File: config.mk
export PLATFORM = sky130hd
export DESIGN_NAME = add_share_arb
export DESIGN_NICKNAME = d
export VERILOG_FILES = /design/src/rtl/dlx_alu_pkg.sv /design/src/rtl/add_core32.sv /design/src/rtl/add_share_arb.sv
export SDC_FILE = /design/constraint.sdc
export NUM_CORES = 1
export LEC_CHECK = 0
export ABC_AREA = 1
export BUFFER_PORTS_ARGS = -buffer_cell sky130_fd_sc_hd__buf_4
export CAP_MARGIN = 30
export CORE_MARGIN = 1.5
export CORE_UTILIZATION = 35
export DETAILED_ROUTE_END_ITERATION = 6
export HOLD_SLACK_MARGIN = 0.06
export MAX_ROUTING_LAYER = met4
export RECOVER_POWER = 50
export SLEW_MARGIN = 20
export SYNTH_ARGS = -nofsm -noshare
export SYNTH_HDL_FRONTEND = slang
export SYNTH_HIERARCHICAL = 1
export SYNTH_SLANG_ARGS = --single-unit
File: constraint.sdc
create_clock -name clk -period 5.22 [get_ports clk]
set_input_delay 0.522 -clock clk [delete_from_list [all_inputs] [get_ports clk]]
set_output_delay 0.522 -clock clk [all_outputs]
set_load 0.005 [all_outputs]
File: src/rtl/dlx_alu_pkg.sv
// Shared ALU types: word width, requester id and the result-FIFO entry layout.
package dlx_alu_pkg;

   localparam int unsigned WORD_W = 32;

   typedef logic req_id_t;

   typedef struct packed {
      logic [WORD_W-1:0] sum;
      logic              cout;
      req_id_t           id;
   } result_t;

   function automatic logic [1:0] id_to_onehot(input req_id_t id);
      return id ? 2'b10 : 2'b01;
   endfunction

endpackage

File: src/rtl/add_core32.sv
// 32-bit carry-lookahead adder: 4-bit lookahead groups chained by group generate/propagate.
module add_core32
   import dlx_alu_pkg::*;
(
   input  logic [WORD_W-1:0] a,
   input  logic [WORD_W-1:0] b,
   input  logic              cin,
   output logic [WORD_W-1:0] sum,
   output logic              cout
);

   localparam int unsigned GRP_W = 4;
   localparam int unsigned NGRP  = WORD_W / GRP_W;

   always_comb begin : cla
      logic [WORD_W-1:0] g;
      logic [WORD_W-1:0] p;
      logic [WORD_W-1:0] c;
      logic [NGRP:0]     gc;
      logic              grp_g;
      logic              grp_p;
      g     = a & b;
      p     = a ^ b;
      c     = '0;
      gc    = '0;
      grp_g = 1'b0;
      grp_p = 1'b0;
      gc[0] = cin;
      for (int k = 0; k < NGRP; k++) begin
         c[GRP_W*k]   = gc[k];
         c[GRP_W*k+1] = g[GRP_W*k] | (p[GRP_W*k] & gc[k]);
         c[GRP_W*k+2] = g[GRP_W*k+1]
                      | (p[GRP_W*k+1] & g[GRP_W*k])
                      | (p[GRP_W*k+1] & p[GRP_W*k] & gc[k]);
         c[GRP_W*k+3] = g[GRP_W*k+2]
                      | (p[GRP_W*k+2] & g[GRP_W*k+1])
                      | (p[GRP_W*k+2] & p[GRP_W*k+1] & g[GRP_W*k])
                      | (p[GRP_W*k+2] & p[GRP_W*k+1] & p[GRP_W*k] & gc[k]);
         grp_g = g[GRP_W*k+3]
               | (p[GRP_W*k+3] & g[GRP_W*k+2])
               | (p[GRP_W*k+3] & p[GRP_W*k+2] & g[GRP_W*k+1])
               | (p[GRP_W*k+3] & p[GRP_W*k+2] & p[GRP_W*k+1] & g[GRP_W*k]);
         grp_p = &p[GRP_W*k +: GRP_W];
         gc[k+1] = grp_g | (grp_p & gc[k]);
      end
      sum  = p ^ c;
      cout = gc[NGRP];
   end

endmodule

File: src/rtl/add_share_arb.sv
// Two requesters share one CLA adder through a round-robin arbiter; results queue in an in-order FIFO.
// Define ADD_SHARE_ARB_SUB_EN to honour reqN_sub (A-B); otherwise every operation is an add.
module add_share_arb
   import dlx_alu_pkg::*;
#(
   parameter int unsigned DEPTH = 2
)(
   input  logic              clk,
   input  logic              rst_n,
   input  logic [1:0]        req_valid,
   output logic [1:0]        req_ready,
   input  logic [WORD_W-1:0] req0_a,
   input  logic [WORD_W-1:0] req0_b,
   input  logic [WORD_W-1:0] req1_a,
   input  logic [WORD_W-1:0] req1_b,
   input  logic              req0_sub,
   input  logic              req1_sub,
   output logic              rsp_valid,
   input  logic              rsp_ready,
   output logic [WORD_W-1:0] rsp_sum,
   output logic              rsp_cout,
   output logic              rsp_id
);

   localparam int unsigned PTR_W = $clog2(DEPTH);
   localparam int unsigned CNT_W = PTR_W + 1;

   result_t           mem [DEPTH];
   logic [PTR_W-1:0]  wr_ptr;
   logic [PTR_W-1:0]  rd_ptr;
   logic [CNT_W-1:0]  count;
   req_id_t           prio;
   req_id_t           winner;
   logic              full;
   logic              pop;
   logic              grant;
   logic [WORD_W-1:0] op_a;
   logic [WORD_W-1:0] op_b;
   logic [WORD_W-1:0] op_b_eff;
   logic              op_sub;
   logic [WORD_W-1:0] add_sum;
   logic              add_cout;
   result_t           wr_entry;
   result_t           head;

   assign full      = (count == CNT_W'(DEPTH));
   assign rsp_valid = (count != '0);
   assign pop       = rsp_valid & rsp_ready;

   // Contention goes to the priority pointer; a lone requester always wins.
   always_comb begin
      winner = 1'b0;
      if (req_valid == 2'b11) begin
         winner = prio;
      end else if (req_valid[1]) begin
         winner = 1'b1;
      end
   end

   // A grant needs room, which a same-cycle pop provides even when full.
   assign grant     = rst_n & (|req_valid) & (~full | pop);
   assign req_ready = grant ? id_to_onehot(winner) : 2'b00;

   always_comb begin
      op_a   = winner ? req1_a : req0_a;
      op_b   = winner ? req1_b : req0_b;
`ifdef ADD_SHARE_ARB_SUB_EN
      op_sub = winner ? req1_sub : req0_sub;
`else
      op_sub = 1'b0;
`endif
      op_b_eff = op_sub ? ~op_b : op_b;
   end

`ifndef ADD_SHARE_ARB_SUB_EN
   logic unused_sub;
   assign unused_sub = req0_sub ^ req1_sub;
`endif

   add_core32 u_add (
      .a    (op_a),
      .b    (op_b_eff),
      .cin  (op_sub),
      .sum  (add_sum),
      .cout (add_cout)
   );

   assign wr_entry = '{sum: add_sum, cout: add_cout, id: winner};

   // Pointers, occupancy and arbitration pointer.
   always_ff @(posedge clk or negedge rst_n) begin
      if (!rst_n) begin
         wr_ptr <= '0;
         rd_ptr <= '0;
         count  <= '0;
         prio   <= 1'b0;
      end else begin
         if (grant) begin
            wr_ptr <= wr_ptr + PTR_W'(1);
            prio   <= ~winner;
         end
         if (pop) begin
            rd_ptr <= rd_ptr + PTR_W'(1);
         end
         case ({grant, pop})
            2'b10:   count <= count + CNT_W'(1);
            2'b01:   count <= count - CNT_W'(1);
            default: count <= count;
         endcase
      end
   end

   // Storage needs no reset: contents are only visible while occupancy is non-zero.
   always_ff @(posedge clk) begin
      if (grant) begin
         mem[wr_ptr] <= wr_entry;
      end
   end

   assign head     = mem[rd_ptr];
   assign rsp_sum  = rsp_valid ? head.sum  : '0;
   assign rsp_cout = rsp_valid ? head.cout : 1'b0;
   assign rsp_id   = rsp_valid ? head.id   : 1'b0;

endmodule
; After elaboration in Yosys (flattened, before gate mapping)
; Memories as Yosys holds them, arrays and structs flattened.
; Index checks and enable logic that the tools add are counted.
[word_totals]
mem_bits_rw = 68
register_bits = 5
in_bits = 135
rom_bits = 0
n_memories = 1
latch_bits = 0
[mem_list]
columns = name, words, word_bits, rd, rd_ports_with_merged_regs, wr, line
row1 = mem, 2, 34, 1, 0, 1, add_share_arb.sv:28  ; result_t mem [DEPTH];
[classes]
n_mul = 0
n_eq_ne = 4
n_reduce_logical = 10
magnitude_cmp = 0
shift = 0
bitwise_logic = 199
div_mod_pow = 0
addsub = 4
n_mux = 12
[op_table]
columns = operator, n
row1 = $and A1 B1 Y1, 117
row2 = $mux W32, 3
row3 = $or A1 B1 Y1, 77
row4 = $xor A32 B32 Y32, 2
row5 = $and A32 B32 Y32, 1
row6 = $reduce_and A4 Y1, 7
row7 = $eq A2 B2 Y1 const B, 3
row8 = $mux W1, 6
row9 = $mux W2, 2
row10 = $pmux W2 S2, 1
row11 = $reduce_bool A2 Y1, 2
row12 = $add A1 B1 Y1 const B, 2
row13 = $add A2 B1 Y2 const B, 1
row14 = $eq A2 B1 Y1 const B, 1
row15 = $not A1 Y1, 2
row16 = $reduce_or A2 Y1, 1
row17 = $sub A2 B1 Y2 const B, 1

; Depth between registers and ports, before layout
; Gate-level depths: netlist of the first run.
[logic_depth]
word_depth = 23
mapped_depth = 29

; By module
; The synthesis of the first run kept the hierarchy.
[by_module_without_submodules]
columns = mod, instances, area_per_inst_um2, cells_per_inst
row1 = add_share_arb, 1, 3658.5, 431
row2 = add_core32, 1, 1365.1, 182

; Least setup slack after synthesis of the first run
; No wires, ideal clock.
[synth_timing]
path_kind = input to register
from = in req_valid[0]
to = mem mem[0][31] in the netlist's numbering (data pin)
setup_slack_ns = 2.022
stages = 24
arrival_time_ns = 2.935
path_cell_list = nand2_1 > nand2_2 > inv_2 > buf_6 > buf_6 > nand2_1 > nand2_1 > ha_1 > a21oi_1 > nand2_1 > a21oi_2 > nand2_2 > nand2_2 > nand2_4 > nand2_4 > nand2_4 > nand2_4 > nand2_4 > nand2_4 > nand2_4 > nand2_4 > nand2_4 > fa_1 > xor2_1
[synth_between]
word_cells_on_any_way = 83
classes_between = 1 x eq/ne / 3 x mux / 73 x bitwise / 6 x reduce/logical
[synth_lines]
columns = item, line
row1 = from (decl), add_share_arb.sv:10  ; input logic [1:0] req_valid,
row2 = $eq A2 B2 Y1 *, add_share_arb.sv:53  ; if (req_valid == 2'b11) begin
row3 = $mux W1 *, add_share_arb.sv:53
row4 = $mux W32 *, add_share_arb.sv:65  ; op_a = winner ? req1_a : req0_a;
row5 = via op_a[7], add_share_arb.sv:37  ; logic [WORD_W-1:0] op_a;
row6 = $xor A32 B32 Y32, add_core32.sv:23  ; p = a ^ b;
row7 = "$and A1 B1 Y1, on equally long branches", "add_core32.sv:40, add_core32.sv:41, add_core32.sv:42"
row8 = "$or A1 B1 Y1, or another cell as far along", add_core32.sv:40  ; | (p[GRP_W*k+3] & g[GRP_W*k+2])
row9 = $or A1 B1 Y1 or $and A1 B1 Y1 (tied branches), "add_core32.sv:41, add_core32.sv:42"
row10 = [8 not listed], --
row11 = $and A1 B1 Y1 *, add_core32.sv:44  ; gc[k+1] = grp_g | (grp_p & gc[k]);
row12 = $or A1 B1 Y1 *, add_core32.sv:44
row13 = $and A1 B1 Y1 *, add_core32.sv:44
row14 = $or A1 B1 Y1 *, add_core32.sv:44
row15 = $and A1 B1 Y1 *, add_core32.sv:31  ; c[GRP_W*k+1] = g[GRP_W*k] | (p[GRP_W*k] & gc[k]);
row16 = $or A1 B1 Y1 *, add_core32.sv:31
row17 = $xor A32 B32 Y32 *, add_core32.sv:46  ; sum = p ^ c;
row18 = via add_sum[29], add_share_arb.sv:41  ; logic [WORD_W-1:0] add_sum;
row19 = to (decl), add_share_arb.sv:28
; The timed path passes the listed nets; every way through them passes the cells marked *.

; Worst setup path after layout of the first run
[layout_timing]
from = reg prio
to = mem mem[1][31] in the netlist's numbering (data pin)
[layout_between]
word_cells_on_any_way = 82
classes_between = 3 x mux / 73 x bitwise / 6 x reduce/logical
[layout_lines]
columns = item, line
row1 = from (decl), add_share_arb.sv:32  ; req_id_t prio;
row2 = from (signal assigned), add_share_arb.sv:100  ; prio <= ~winner;
row3 = $mux W1 *, add_share_arb.sv:53
row4 = $mux W32 *, add_share_arb.sv:66  ; op_b = winner ? req1_b : req0_b;
row5 = via op_b[7], add_share_arb.sv:38  ; logic [WORD_W-1:0] op_b;
row6 = $xor A32 B32 Y32, add_core32.sv:23
row7 = "$and A1 B1 Y1, on equally long branches", "add_core32.sv:40, add_core32.sv:41, add_core32.sv:42"
row8 = "$or A1 B1 Y1, or another cell as far along", add_core32.sv:40
row9 = $or A1 B1 Y1 or $and A1 B1 Y1 (tied branches), "add_core32.sv:41, add_core32.sv:42"
row10 = $or A1 B1 Y1, add_core32.sv:42  ; | (p[GRP_W*k+3] & p[GRP_W*k+2] & p[GRP_W*k+1] & g[GRP_W*k]);
row11 = [7 not listed], --
row12 = $and A1 B1 Y1 *, add_core32.sv:44
row13 = $or A1 B1 Y1 *, add_core32.sv:44
row14 = $and A1 B1 Y1 *, add_core32.sv:44
row15 = $or A1 B1 Y1 *, add_core32.sv:44
row16 = $and A1 B1 Y1 *, add_core32.sv:31
row17 = $or A1 B1 Y1 *, add_core32.sv:31
row18 = $xor A32 B32 Y32 *, add_core32.sv:46
row19 = via add_sum[29], add_share_arb.sv:41
; Marks and branches as above.

==> Implementation_results.wiki, run 1 <==
{| class="wikitable"
! Metric !! Value
|-
| Result of the run || complete, but fails checks
|-
| Failing checks || max-capacitance violations, max-slew violations
|-
| Final critical path time including I/O delays and setup || 4010 ps
|-
| Critical-path cell list || inv_1, nand2_1, nand2_2, inv_1, nand2_1, nand2_1, ha_1, a21oi_1, nand2_1, a21oi_2, nand2_2, nand2_2, nand2_4, nand2_4, nand2_4, nand2_4, nand2_4, nand2_4, nand2_4, nand2_4, nand2_4, fa_1, xor2_1
|-
| RSZ-0062 raised after global routing || false
|-
| Setup TNS || 0 ps
|-
| Cell taking the most area after synthesis || sky130_fd_sc_hd__edfxtp_1
|-
| Peak ir drop on the vdd network || 0.177 mV
|-
| Clock tree sinks || 73
|-
| HPWL after detailed placement || 9250 microns
|-
| Placeable Area || 0.0139 sq mm
|-
| Floorplan row count || between 40 and 50
|-
| Leakage power || 0.00331 uW
|-
| Inserted Diodes || 0
|-
| Syn-to-layout area delta || 32.7%
|-
| Cells taking the most area after synthesis || sky130_fd_sc_hd__edfxtp_1 (41%), sky130_fd_sc_hd__nand2_1 (23%), sky130_fd_sc_hd__ha_1 (8.2%)
|-
| DR pass1 iterations || 4
|-
| Worst path buffer plus inverter count || 2
|-
| Post-CTS Hold Fix Bufs || 1
|-
| Port Buf Inserts || approximately 170
|-
| Asr flop ratio synth || 6.85%
|-
| Global routing usage summed across all routing layers || 17.0%
|-
| Post-detailed-route count of antenna-violating nets || 0
|-
| Data arrival time of the critical path || 4070 ps
|-
| Avg Cell Area, Syn || 8.20 sq um
|-
| Most frequent standard cell in the layout excluding fill and tap cells || sky130_fd_sc_hd__nand2_1
|-
| Compound-Gate Fraction of Synth Area || 6.18%
|-
| Initial core utilization || 36.1%
|-
| Warnings from Yosys || 6
|-
| Number of setup violations in the final report || 0
|-
| Ports placed on the boundary || between 150 and 200
|-
| Crit path top cell by count || sky130_fd_sc_hd__nand2_4
|-
| WS Path Type || flip-flop to flip-flop
|-
| Count of final hold-check violations || 0
|-
| Synth Area in Adders || 11.4%
|-
| Commonest cells after routing, fill and taps aside || sky130_fd_sc_hd__nand2_1 (308), sky130_fd_sc_hd__buf_4 (137), sky130_fd_sc_hd__edfxtp_1 (68)
|-
| Post-CTS Setup Bufs || 0
|-
| Synth Register Bits || 73
|-
| Maximum Capacitance Violations || 1
|-
| Overall die area || roughly 0.015 sq mm
|-
| Clock Skew || between 7 and 8 ps
|-
| CTS tree || built
|-
| Largest delay share family, worst path || simple AND/OR/NAND/NOR gates
|-
| Via count of the first global-routing pass || 4216
|-
| Max-slew headroom at the worst pin || -8.93%
|-
| Category of the worst setup path launch point || flip-flop
|-
| Number of H-tree branching levels || 3
|-
| Fraction of the yosys area taken by sequential cells || a little over two fifths
|-
| Clock network latency to the later pin of the worst-skew pair || 320 ps
|-
| Combinational family with the most area after synthesis || simple AND/OR/NAND/NOR gates
|-
| Fraction of final layout cells sized beyond drive strength 1 || between 20% and 30%
|-
| Die H || 123 microns
|-
| Slowest cell on the critical path || sky130_fd_sc_hd__inv_1
|-
| Total power per unit cell area || 425 mW/mm^2
|-
| Drt first-iter violations || approximately 190
|-
| Number of enable-type register cells in the synthesized netlist || slightly below 70
|-
| Xor and xnor area share after synthesis || 4.01%
|-
| Critical path data required time || 5280 ps
|-
| Fin area || 0.00667 sq mm
|-
| Critical path capture point type || flip-flop
|-
| Via/cell ratio || 4.53
|-
| Number of different library cells in the post-synthesis netlist || 29
|-
| Die width || 123 microns
|-
| Largest net degree at the start of global routing || 67
|-
| Routed wire length || 12200 microns
|-
| Top cell type's share of synthesized area || 40.6%
|-
| Max Fanout on Critical Path || 47
|-
| Area after DPL || 0.00642 sq mm
|-
| Number of buffers added by the clock tree synthesis step || 9
|-
| Via count of the routed design || between 4000 and 5000
|-
| Initial antenna violation count || 0
|-
| Proportion of synthesized area in mux cells || 0%
|-
| Kind of path behind the tightest hold check || flip-flop to flip-flop
|-
| Synth Area in Simple Gates || roughly 30%
|-
| # resized after CTS || 0
|-
| Instance count of the mapped netlist || just over 600
|-
| Clock root buffer || sky130_fd_sc_hd__clkbuf_16
|-
| Most frequently used flop master after synthesis || sky130_fd_sc_hd__edfxtp_1
|-
| Residual DRC || 0
|-
| Final core occ || 47.8%
|-
| Overflow left after global routing || 0
|-
| Least-Margin Pin Slew || ~1600 ps
|-
| Final Max Slew Viols || 16
|-
| Wire length per cell after detailed routing || 12.7 microns
|-
| Final RePlAce weighted congestion || 0.828
|-
| Highest Clock Rate || 249 MHz
|-
| First-pass GRT wire length || 19500 microns
|-
| Ratio of final minimum period to clock period || 76.9%
|-
| Cell area after technology mapping || 0.00502 sq mm
|-
| Largest stage delay on the critical path || 960 ps
|-
| CTS max path bufs || 2
|-
| Total number of nets in the final design || ~950
|-
| Reg clk slew, reported paths || 60 ps
|}
==> state kept, by name, indices dropped and copies added (netlist names) <==
register and count:
mem 68, rd_ptr 1, count 2, wr_ptr 1, prio 1
==> per-layer routing <==
| metal | up-vias | track usage [%] | share of wire [%] |
|---|---|---|---|
| li1 | 2298 | - | - |
| met1 | 1941 | 20.2 | 44 |
| met2 | 95 | 28.7 | 49 |
| met3 | 17 | 3.25 | 4.7 |
| met4 | 0 | 6.25 | 1.7 |
| met5 | - | - | 0 |
==> Yosys cell counts (3+ instances only) <==
cell type,number
sky130_fd_sc_hd__nand2_1,307
sky130_fd_sc_hd__edfxtp_1,68
sky130_fd_sc_hd__a21oi_1,51
sky130_fd_sc_hd__ha_1,33
sky130_fd_sc_hd__inv_1,28
sky130_fd_sc_hd__buf_2,16
sky130_fd_sc_hd__nor2_1,16
sky130_fd_sc_hd__xor2_1,16
sky130_fd_sc_hd__nand3_1,13
sky130_fd_sc_hd__nand2_2,10
sky130_fd_sc_hd__nand2_4,10
sky130_fd_sc_hd__fa_1,8
sky130_fd_sc_hd__buf_6,7
sky130_fd_sc_hd__xnor2_1,7
sky130_fd_sc_hd__dfrtp_1,5
sky130_fd_sc_hd__inv_2,3
==> final cells by class <==
class / count / area (sq um)
inverter: 33 / 125
sequential: 73 / 2170
clock inverter: 7 / 70.1
clock buffer: 9 / 225
fill: 1360 / 7270
multi-input combinational: 484 / 2570
timing repair buffer: 175 / 1280
tap: 180 / 225
==> worst min-delay path, cell delays in order, from the launching register on <==
cell and delay [ps]:
sky130_fd_sc_hd__dfrtp_1 340, sky130_fd_sc_hd__nand2_1 50, sky130_fd_sc_hd__nand2_1 50
==> power by group <==
part / switching [uW] / total (uW) / internal, uW
sequential: 38.3 / 919 / 881
combinational: 788 / 1320 / 528
clock: 233 / 601 / 369
==> worst paths after layout <==
check	end	startpoint	cells past startpoint	slack, ps
worst max register to register	mem[1][31]	prio	23	1210
worst max-delay path	mem[1][31]	prio	23	1210
min in group asynchronous	rd_ptr	rst_n	2	610
worst min-delay path	wr_ptr	wr_ptr	2	470
max in group asynchronous	count[0]	rst_n	2	4360
worst min register to register	wr_ptr	wr_ptr	2	470
==> cell families after synthesis <==
family | after synthesis
XOR/XNOR | 23
adder cells (fa/ha/maj) | 41
buffers and inverters | 57
other | 1
AO/OA/AOI/OAI | 58
flip-flops | 73
AND/OR/NAND/NOR | 360
==> per-stage QoR <==
stage               hold WS [ps]  instances  worst slack, ps  total power, uW
floorplan                    226        614             2020             1760
global placement             332        943             1460             2290
detailed placement           335        944             1310             2340
CTS                          474        961             1570             2940
global route                 507        961              765             3070
finish                       470        961             1210             2840
Power figures use the tool's default switching activity.
==> run 2: changes to the inputs <==
==> constraint.sdc (replaced) <==
create_clock -name clk -period 3.4 [get_ports clk]
set_input_delay 0.34 -clock clk [delete_from_list [all_inputs] [get_ports clk]]
set_output_delay 0.34 -clock clk [all_outputs]
set_load 0.005 [all_outputs]
==> run 2 against run 1 <==
The run now ends clean. Power is 61% higher. Sequential cell count did not move. Combinational power up 65%. Clock-buffer cell count increased by 5. Critical path depth shrank 2. Critical path type unchanged. Critical endpoint unchanged. Largest power group unchanged.
==> Implementation_results.wiki, run 2 (synthesis results as in run 1) <==
{| class="wikitable"
! Metric !! Value
|-
| Leakage power || between 0.003 and 0.004 uW
|-
| Setup slack on the worst flop-to-flop path || around 180 ps
|-
| Worst slack after detailed placement || 77.7 ps
|-
| Sw Ratio || 36.3%
|-
| Max reg flops || 68
|-
| Final core occ || between 40% and 50%
|-
| Overall die area || 0.0151 sq mm
|-
| Inserted Diodes || 0
|-
| Kind of path behind the tightest hold check || primary input to flip-flop
|-
| Peak ir drop on the vdd network || 0.285 mV
|-
| Endpoint of the worst register-to-register path || mem[1][31]
|-
| CP startpoint || prio
|-
| Fraction of final layout cells sized beyond drive strength 1 || 29.1%
|-
| Drt first-iter violations || 249
|-
| Floorplan row count || 43
|-
| Overflow left after global routing || 0
|-
| P_sw || 1660 uW
|-
| Via count of the first global-routing pass || ~4300
|-
| HPWL after detailed placement || 9630 microns
|-
| Routed wire length || 12800 microns
|-
| Data arrival time of the critical path || 3290 ps
|-
| Total chip power || 4580 uW
|-
| Die H || 123 microns
|-
| Commonest cells after routing, fill and taps aside || sky130_fd_sc_hd__nand2_1 (307), sky130_fd_sc_hd__buf_4 (171), sky130_fd_sc_hd__edfxtp_1 (68)
|-
| Largest net degree at the start of global routing || 48
|-
| Category of the worst setup path launch point || flip-flop
|-
| Final RePlAce weighted congestion || 0.845
|-
| DR pass1 iterations || 4
|-
| Number of setup violations in the final report || 0
|-
| WS Path Type || flip-flop to flip-flop
|-
| Total number of nets in the final design || between 900 and 1000
|-
| Result of the run || finished clean
|-
| Crit path capture || mem[1][31]
|-
| Logic pwr share || 47.6%
|-
| Clock network latency to the later pin of the worst-skew pair || 330 ps
|-
| Count of final hold-check violations || 0
|-
| Global routing usage summed across all routing layers || between 15 and 20%
|-
| Die width || 123 microns
|-
| Number of buffers added by the clock tree synthesis step || 9
|-
| Clock tree sinks || 73
|-
| Registers with the most flip-flops || mem x68, count x2
|-
| Initial core utilization || between 30 and 40%
|-
| Launch point of the worst reg-to-reg path || prio
|-
| Clock root buffer || sky130_fd_sc_hd__clkbuf_16
|-
| Sequential cell fraction of total power || 30.8%
|-
| Number of H-tree branching levels || 3
|-
| Final critical path time including I/O delays and setup || ~3200 ps
|-
| Wire length per cell after detailed routing || 13.2 microns
|-
| Register with the highest flop count || mem
|-
| Max-slew headroom at the worst pin || 10.6%
|-
| Setup TNS || 0 ps
|-
| CTS max path bufs || 2
|-
| First-pass GRT wire length || 20000 microns
|-
| Ratio of final minimum period to clock period || between 90% and 100%
|-
| Initial antenna violation count || 0
|-
| Highest Clock Rate || 311 MHz
|-
| Port Buf Inserts || 169
|-
| Clock group share of total power || 21.6%
|-
| Least-Margin Pin Slew || 1340 ps
|-
| Total internal power || between 2000 and 3000 uW
|-
| Syn-to-layout area delta || 36.9%
|-
| Reg clk slew, reported paths || 50 ps
|-
| Critical path data required time || 3470 ps
|-
| Max Fanout on Critical Path || 47
|-
| CTS tree || built
|-
| Via count of the routed design || 4444
|-
| Ports placed on the boundary || between 150 and 200
|-
| Critical path capture point type || flip-flop
|-
| Post-CTS Setup Bufs || 0
|-
| Final-layout worst hold slack || 313 ps
|-
| Worst setup slack after layout || 181 ps
|-
| Final Max Slew Viols || 0
|-
| Clock Skew || 6.17 ps
|-
| Most frequent standard cell in the layout excluding fill and tap cells || sky130_fd_sc_hd__nand2_1
|-
| Post-detailed-route count of antenna-violating nets || 0
|-
| Maximum Capacitance Violations || 0
|-
| Via/cell ratio || 4.60
|-
| Total power per unit cell area || 666 mW/mm^2
|-
| Placeable Area || 0.0139 sq mm
|-
| Residual DRC || 0
|-
| Worst Reg-to-Reg Cells || 21
|}
-- run 2: cell types whose count changed in the layout (fill, tap and decap cells not counted), sizes merged --
cell,previous run,this run
buf,138,174
clkbuf,45,19
clkinvlp,4,0
inv,31,30
-- run 2: metal layers --
layer  global-route usage, %  up-vias  routed length, microns
met5                       -        -                       0
met2                    29.2      113                    6220
met4                    6.83        0                     248
met1                    21.6     2011                    5640
li1                        -     2303                       -
met3                    3.16       17                     682
-- run 2: repair_timing --
| action | 4_1_cts | 5_1_grt |
|---|---|---|
| gates resized for setup | 0 | 9 |
| hold endpoints to repair | 5 | 0 |
| hold buffers | 1 | 0 |
| endpoints found under the setup margin | 0 | 4 |
-- run 2: power by group through the flow --
stage / clock network, uW / registers (uW) / logic [uW]
final: 990 / 1410 / 2180
after global routing: 1040 / 1430 / 2460
after floorplan: 0 / 1420 / 1290
after CTS: 1010 / 1410 / 2200
after detailed placement: 0 / 1430 / 2180
after global placement: 0 / 1420 / 2130
-- run 2: critical path: stages (launching register included) --
cell                       delay, ps
sky130_fd_sc_hd__dfrtp_1         380
sky130_fd_sc_hd__inv_1            50
sky130_fd_sc_hd__nand2_1          50
sky130_fd_sc_hd__nand2_2         120
sky130_fd_sc_hd__buf_12          210
sky130_fd_sc_hd__nand2_1          80
sky130_fd_sc_hd__nand2_1         130
sky130_fd_sc_hd__ha_4            230
sky130_fd_sc_hd__a21oi_2         160
sky130_fd_sc_hd__nor2_1           70
sky130_fd_sc_hd__a211oi_2        270
sky130_fd_sc_hd__nand2_4         100
sky130_fd_sc_hd__nand2_4          70
sky130_fd_sc_hd__nand2_4          60
sky130_fd_sc_hd__nand2_4          70
sky130_fd_sc_hd__nand2_4          60
sky130_fd_sc_hd__nand2_4          70
sky130_fd_sc_hd__nand2_4          70
sky130_fd_sc_hd__nand2_4          70
sky130_fd_sc_hd__nand2_4          60
sky130_fd_sc_hd__fa_2            360
sky130_fd_sc_hd__xor2_1          180
-- run 2: final cells by class --
cell class / count / area (sq um)
clock buffers: 14 / 284
well taps: 180 / 225
flip-flops and latches: 73 / 2170
clock inverters: 2 / 35.0
fillers: 1291 / 7060
repair buffers: 180 / 1380
multi-input cells: 484 / 2660
inverters: 33 / 125
-- run 2: through the flow --
step,instances,area (sq um)
4_1_cts,966,6810
3_5_place_dp,949,6480
6_report,966,6880
3_3_place_gp,949,6480
2_1_floorplan,614,5030
5_1_grt,966,6880
-- run 2: worst min-delay path by stage --
stage	cells past startpoint	to	startpoint	slack [ps]
6_report	3	rd_ptr	rsp_ready	310
5_1_grt	3	rd_ptr	rsp_ready	330
3_5_place_dp	1	rd_ptr	rst_n	150
2_1_floorplan	0	count[0]	rst_n	40
3_3_place_gp	1	rd_ptr	rst_n	150
4_1_cts	3	rd_ptr	rsp_ready	300
==> run 3: changes to the inputs <==
--- a/config.mk
+++ b/config.mk
@@ -5,9 +5,9 @@
 export SDC_FILE = /design/constraint.sdc
 export NUM_CORES = 1
 export LEC_CHECK = 0
-export ABC_AREA = 1
 export BUFFER_PORTS_ARGS = -buffer_cell sky130_fd_sc_hd__buf_4
 export CAP_MARGIN = 30
+export CORE_ASPECT_RATIO = 0.9
 export CORE_MARGIN = 1.5
 export CORE_UTILIZATION = 35
 export DETAILED_ROUTE_END_ITERATION = 6
==> run 3 against run 2 <==
The flow now finishes with violations (negative setup slack). Clock-buffer cell count fell by 2. Core utilization is 8.6 points higher. Sequential power increased by 4%. Design area rose by 14%. Largest cell class unchanged. Critical path type unchanged. Via count shrank 11%. Critical path depth down 5. Clock skew increased by 0.61 ps. Critical endpoint unchanged. Maximum frequency decreased by 16%. Routed wire length is 0.88% higher. Combinational power rose by 17%. Global-route usage is 0.20 points higher.
==> Implementation_results.wiki, run 3 <==
{| class="wikitable"
! Metric !! Value
|-
| Number of enable-type register cells in the synthesized netlist || 68
|-
| Die width || between 100 and 150 microns
|-
| First-pass GRT wire length || 19800 microns
|-
| WS Path Type || flip-flop to flip-flop
|-
| Clock root buffer || sky130_fd_sc_hd__clkbuf_16
|-
| DR pass1 iterations || 4
|-
| Residual DRC || 0
|-
| CP startpoint || prio
|-
| Worst setup slack after layout || -417 ps
|-
| Most frequently used flop master after synthesis || sky130_fd_sc_hd__edfxtp_1
|-
| Overall die area || 0.0148 sq mm
|-
| Count of final hold-check violations || 0
|-
| Fraction of final layout cells sized beyond drive strength 1 || 56.2%
|-
| Result of the run || complete, but fails checks
|-
| Clock Skew || 6.78 ps
|-
| Number of setup violations in the final report || 30
|-
| Worst path buffer plus inverter count || 2
|-
| Cell area after technology mapping || 0.00494 sq mm
|-
| Endpoint of the worst register-to-register path || mem[1][31]
|-
| Data arrival time of the critical path || 3890 ps
|-
| Ports placed on the boundary || 172
|-
| Port Buf Inserts || approximately 170
|-
| Drt first-iter violations || about 130
|-
| Asr flop ratio synth || 6.85%
|-
| Most repeated cell in the gate-level netlist after synthesis || sky130_fd_sc_hd__edfxtp_1
|-
| Syn-to-layout area delta || 59.2%
|-
| Total number of nets in the final design || 824
|-
| Number of buffers added by the clock tree synthesis step || 9
|-
| Setup slack on the worst flop-to-flop path || -420 ps
|-
| CTS tree || built
|-
| Number of H-tree branching levels || 3
|-
| Inserted Diodes || 0
|-
| Peak ir drop on the vdd network || 0.287 mV
|-
| Min-Delay Endpoint || rd_ptr
|-
| Cells on Worst Hold Path || 3
|-
| Commonest cells after routing, fill and taps aside || sky130_fd_sc_hd__buf_4 (231), sky130_fd_sc_hd__edfxtp_1 (68), sky130_fd_sc_hd__nor2_1 (47)
|-
| Max-slew headroom at the worst pin || 13.3%
|-
| Critical path data required time || 3470 ps
|-
| Highest Clock Rate || 262 MHz
|-
| Fin area || 0.00787 sq mm
|-
| Via/cell ratio || 4.68
|-
| RSZ-0062 raised after global routing || true
|-
| Avg Cell Area, Syn || ~12 sq um
|-
| Area after DPL || 0.00706 sq mm
|-
| Synth Register Bits || 73
|-
| Overflow left after global routing || 0
|-
| Fraction of the yosys area taken by sequential cells || 43.9%
|-
| Global routing usage summed across all routing layers || 17.9%
|-
| Floorplan row count || 40
|-
| Final critical path time including I/O delays and setup || ~3800 ps
|-
| Critical-path cell list || o21ai_4, buf_6, clkbuf_16, mux2_2, ha_4, nand3_2, nor2_4, o311ai_4, o211a_1, a211oi_2, a221o_2, nand3_2, nand2_2, a21o_1, fa_2, xor2_1
|-
| Least-Margin Pin Slew || around 1300 ps
|-
| Largest net degree at the start of global routing || 28
|-
| Register with the highest flop count || mem
|-
| Critical path capture point type || flip-flop
|-
| Clock network latency to the later pin of the worst-skew pair || 330 ps
|-
| Instance count of the mapped netlist || 399
|-
| Wire length per cell after detailed routing || 15.3 microns
|-
| Launch point of the worst reg-to-reg path || prio
|-
| Initial core utilization || 36.4%
|-
| Registers with the most flip-flops || mem x68, count x2
|-
| Hold wc startpoint || rsp_ready
|-
| Total power per unit cell area || 626 mW/mm^2
|-
| Maximum Capacitance Violations || 0
|-
| Max reg flops || 68
|-
| Failing checks || negative setup slack
|-
| Cells taking the most area after synthesis || sky130_fd_sc_hd__edfxtp_1 (41%), sky130_fd_sc_hd__mux2_1 (8.7%), sky130_fd_sc_hd__ha_1 (8.4%)
|-
| Largest delay share family, worst path || compound AO/OA/AOI/OAI gates
|-
| Slowest cell on the critical path || sky130_fd_sc_hd__dfrtp_1
|-
| Commonest cells in the synthesized netlist || sky130_fd_sc_hd__edfxtp_1 (68), sky130_fd_sc_hd__nor2_1 (49), sky130_fd_sc_hd__mux2_1 (38)
|-
| Leakage power || about 0.0035 uW
|-
| Crit path top cell by count || sky130_fd_sc_hd__nand3_2
|-
| Most frequent standard cell in the layout excluding fill and tap cells || sky130_fd_sc_hd__buf_4
|-
| HPWL after detailed placement || 9240 microns
|-
| Kind of path behind the tightest hold check || primary input to flip-flop
|-
| Initial antenna violation count || 0
|-
| Cell taking the most area after synthesis || sky130_fd_sc_hd__edfxtp_1
|-
| Category of the worst setup path launch point || flip-flop
|-
| Placeable Area || 0.0136 sq mm
|-
| Final RePlAce weighted congestion || roughly 0.84
|-
| Post-detailed-route count of antenna-violating nets || 0
|-
| Final-layout worst hold slack || approximately 370 ps
|-
| Reg clk slew, reported paths || 50 ps
|-
| Ratio of final minimum period to clock period || 112%
|-
| Largest stage delay on the critical path || 400 ps
|-
| Via count of the first global-routing pass || 4134
|-
| Clock tree sinks || 73
|-
| Max Fanout on Critical Path || 10
|-
| Routed wire length || 12900 microns
|-
| Warnings from Yosys || 6
|-
| Top cell type's share of synthesized area || roughly two fifths
|-
| CTS max path bufs || 2
|-
| Die H || 116 microns
|-
| Worst Reg-to-Reg Cells || 16
|-
| Final Max Slew Viols || 0
|-
| Number of different library cells in the post-synthesis netlist || 47
|-
| Via count of the routed design || between 3000 and 4000
|}
[run 3: cell types whose count changed in the layout (fill, tap and decap cells not counted), moves of 9 or more]
cell / previous run / this run
sky130_fd_sc_hd__nand2_1: 307 / 8
sky130_fd_sc_hd__ha_1: 26 / 15
sky130_fd_sc_hd__nand2_2: 10 / 1
sky130_fd_sc_hd__mux2_2: 0 / 23
sky130_fd_sc_hd__inv_1: 28 / 12
sky130_fd_sc_hd__mux2_4: 0 / 18
sky130_fd_sc_hd__buf_4: 171 / 231
sky130_fd_sc_hd__nand3_1: 13 / 3
sky130_fd_sc_hd__nor2_1: 15 / 47
sky130_fd_sc_hd__a21oi_1: 51 / 6
sky130_fd_sc_hd__nand2_4: 10 / 0
sky130_fd_sc_hd__mux2_1: 0 / 23
sky130_fd_sc_hd__mux2i_1: 0 / 35
[run 3: per-stage QoR]
step	setup TNS (ps)	util (%)	setup WS (ps)	power [uW]	cells
6_report	-8410	58.0	-417	4920	842
5_1_grt	-13200	58.0	-582	5240	842
4_1_cts	-5790	56.8	-393	4890	834
3_5_place_dp	-7100	52.0	-477	3820	800
3_3_place_gp	-6250	51.9	-435	3750	799
2_1_floorplan	-484	-	-147	2780	400
[run 3: cell families after synthesis]
family	count (synthesis)	share of synthesized area, %
XOR/XNOR	29	5.14
other	1	0.0759
multiplexers	99	21.7
AND/OR/NAND/NOR	78	6.81
adder cells (fa/ha/maj)	41	11.6
buffers and inverters	29	3.09
AO/OA/AOI/OAI	49	7.73
flip-flops	73	43.9
[run 3: worst min-delay path, stage by stage]
cell                     delay, ps
sky130_fd_sc_hd__buf_4          80
sky130_fd_sc_hd__and2_1        160
sky130_fd_sc_hd__xor2_1         80
[run 3: report_power, final]
part	internal (uW)	leakage (uW)	switching [uW]
registers	1350	0.000686	118
clock network	564	0.000140	327
logic	1390	0.00266	1170
[run 3: metal layers]
| layer | GRT usage (%) | part of all wire, % |
|---|---|---|
| met1 | 21.1 | 44 |
| met2 | 32.0 | 51 |
| met3 | 1.99 | 3.7 |
| met4 | 5.92 | 1.5 |
| met5 | - | 0 |
[run 3: layout make-up]
class	count	area [sq um]
fill	1138	5700
multi-input combinational	298	3030
sequential	73	2170
inverter	15	58.8
timing repair buffer	251	2090
clock buffer	12	236
clock inverter	4	45.0
tap	189	236
[run 3: worst max path at each step]
| stage | end | slack, ps | depth (start not counted) |
|---|---|---|---|
| after floorplan | mem[0][31] | -150 | 16 |
| after global placement | mem[0][31] | -430 | 17 |
| after detailed placement | mem[1][31] | -480 | 17 |
| after CTS | mem[1][31] | -390 | 17 |
| after global routing | mem[0][31] | -580 | 16 |
| final | mem[1][31] | -420 | 16 |
[run 3: what timing repair did]
item,CTS,global route
hold buffers,1,0
setup buffers,13,6
pin swaps,13,14
setup endpoints to repair,24,40
endpoints found under the hold margin,5,0
resized for setup,34,20
cloned,4,2
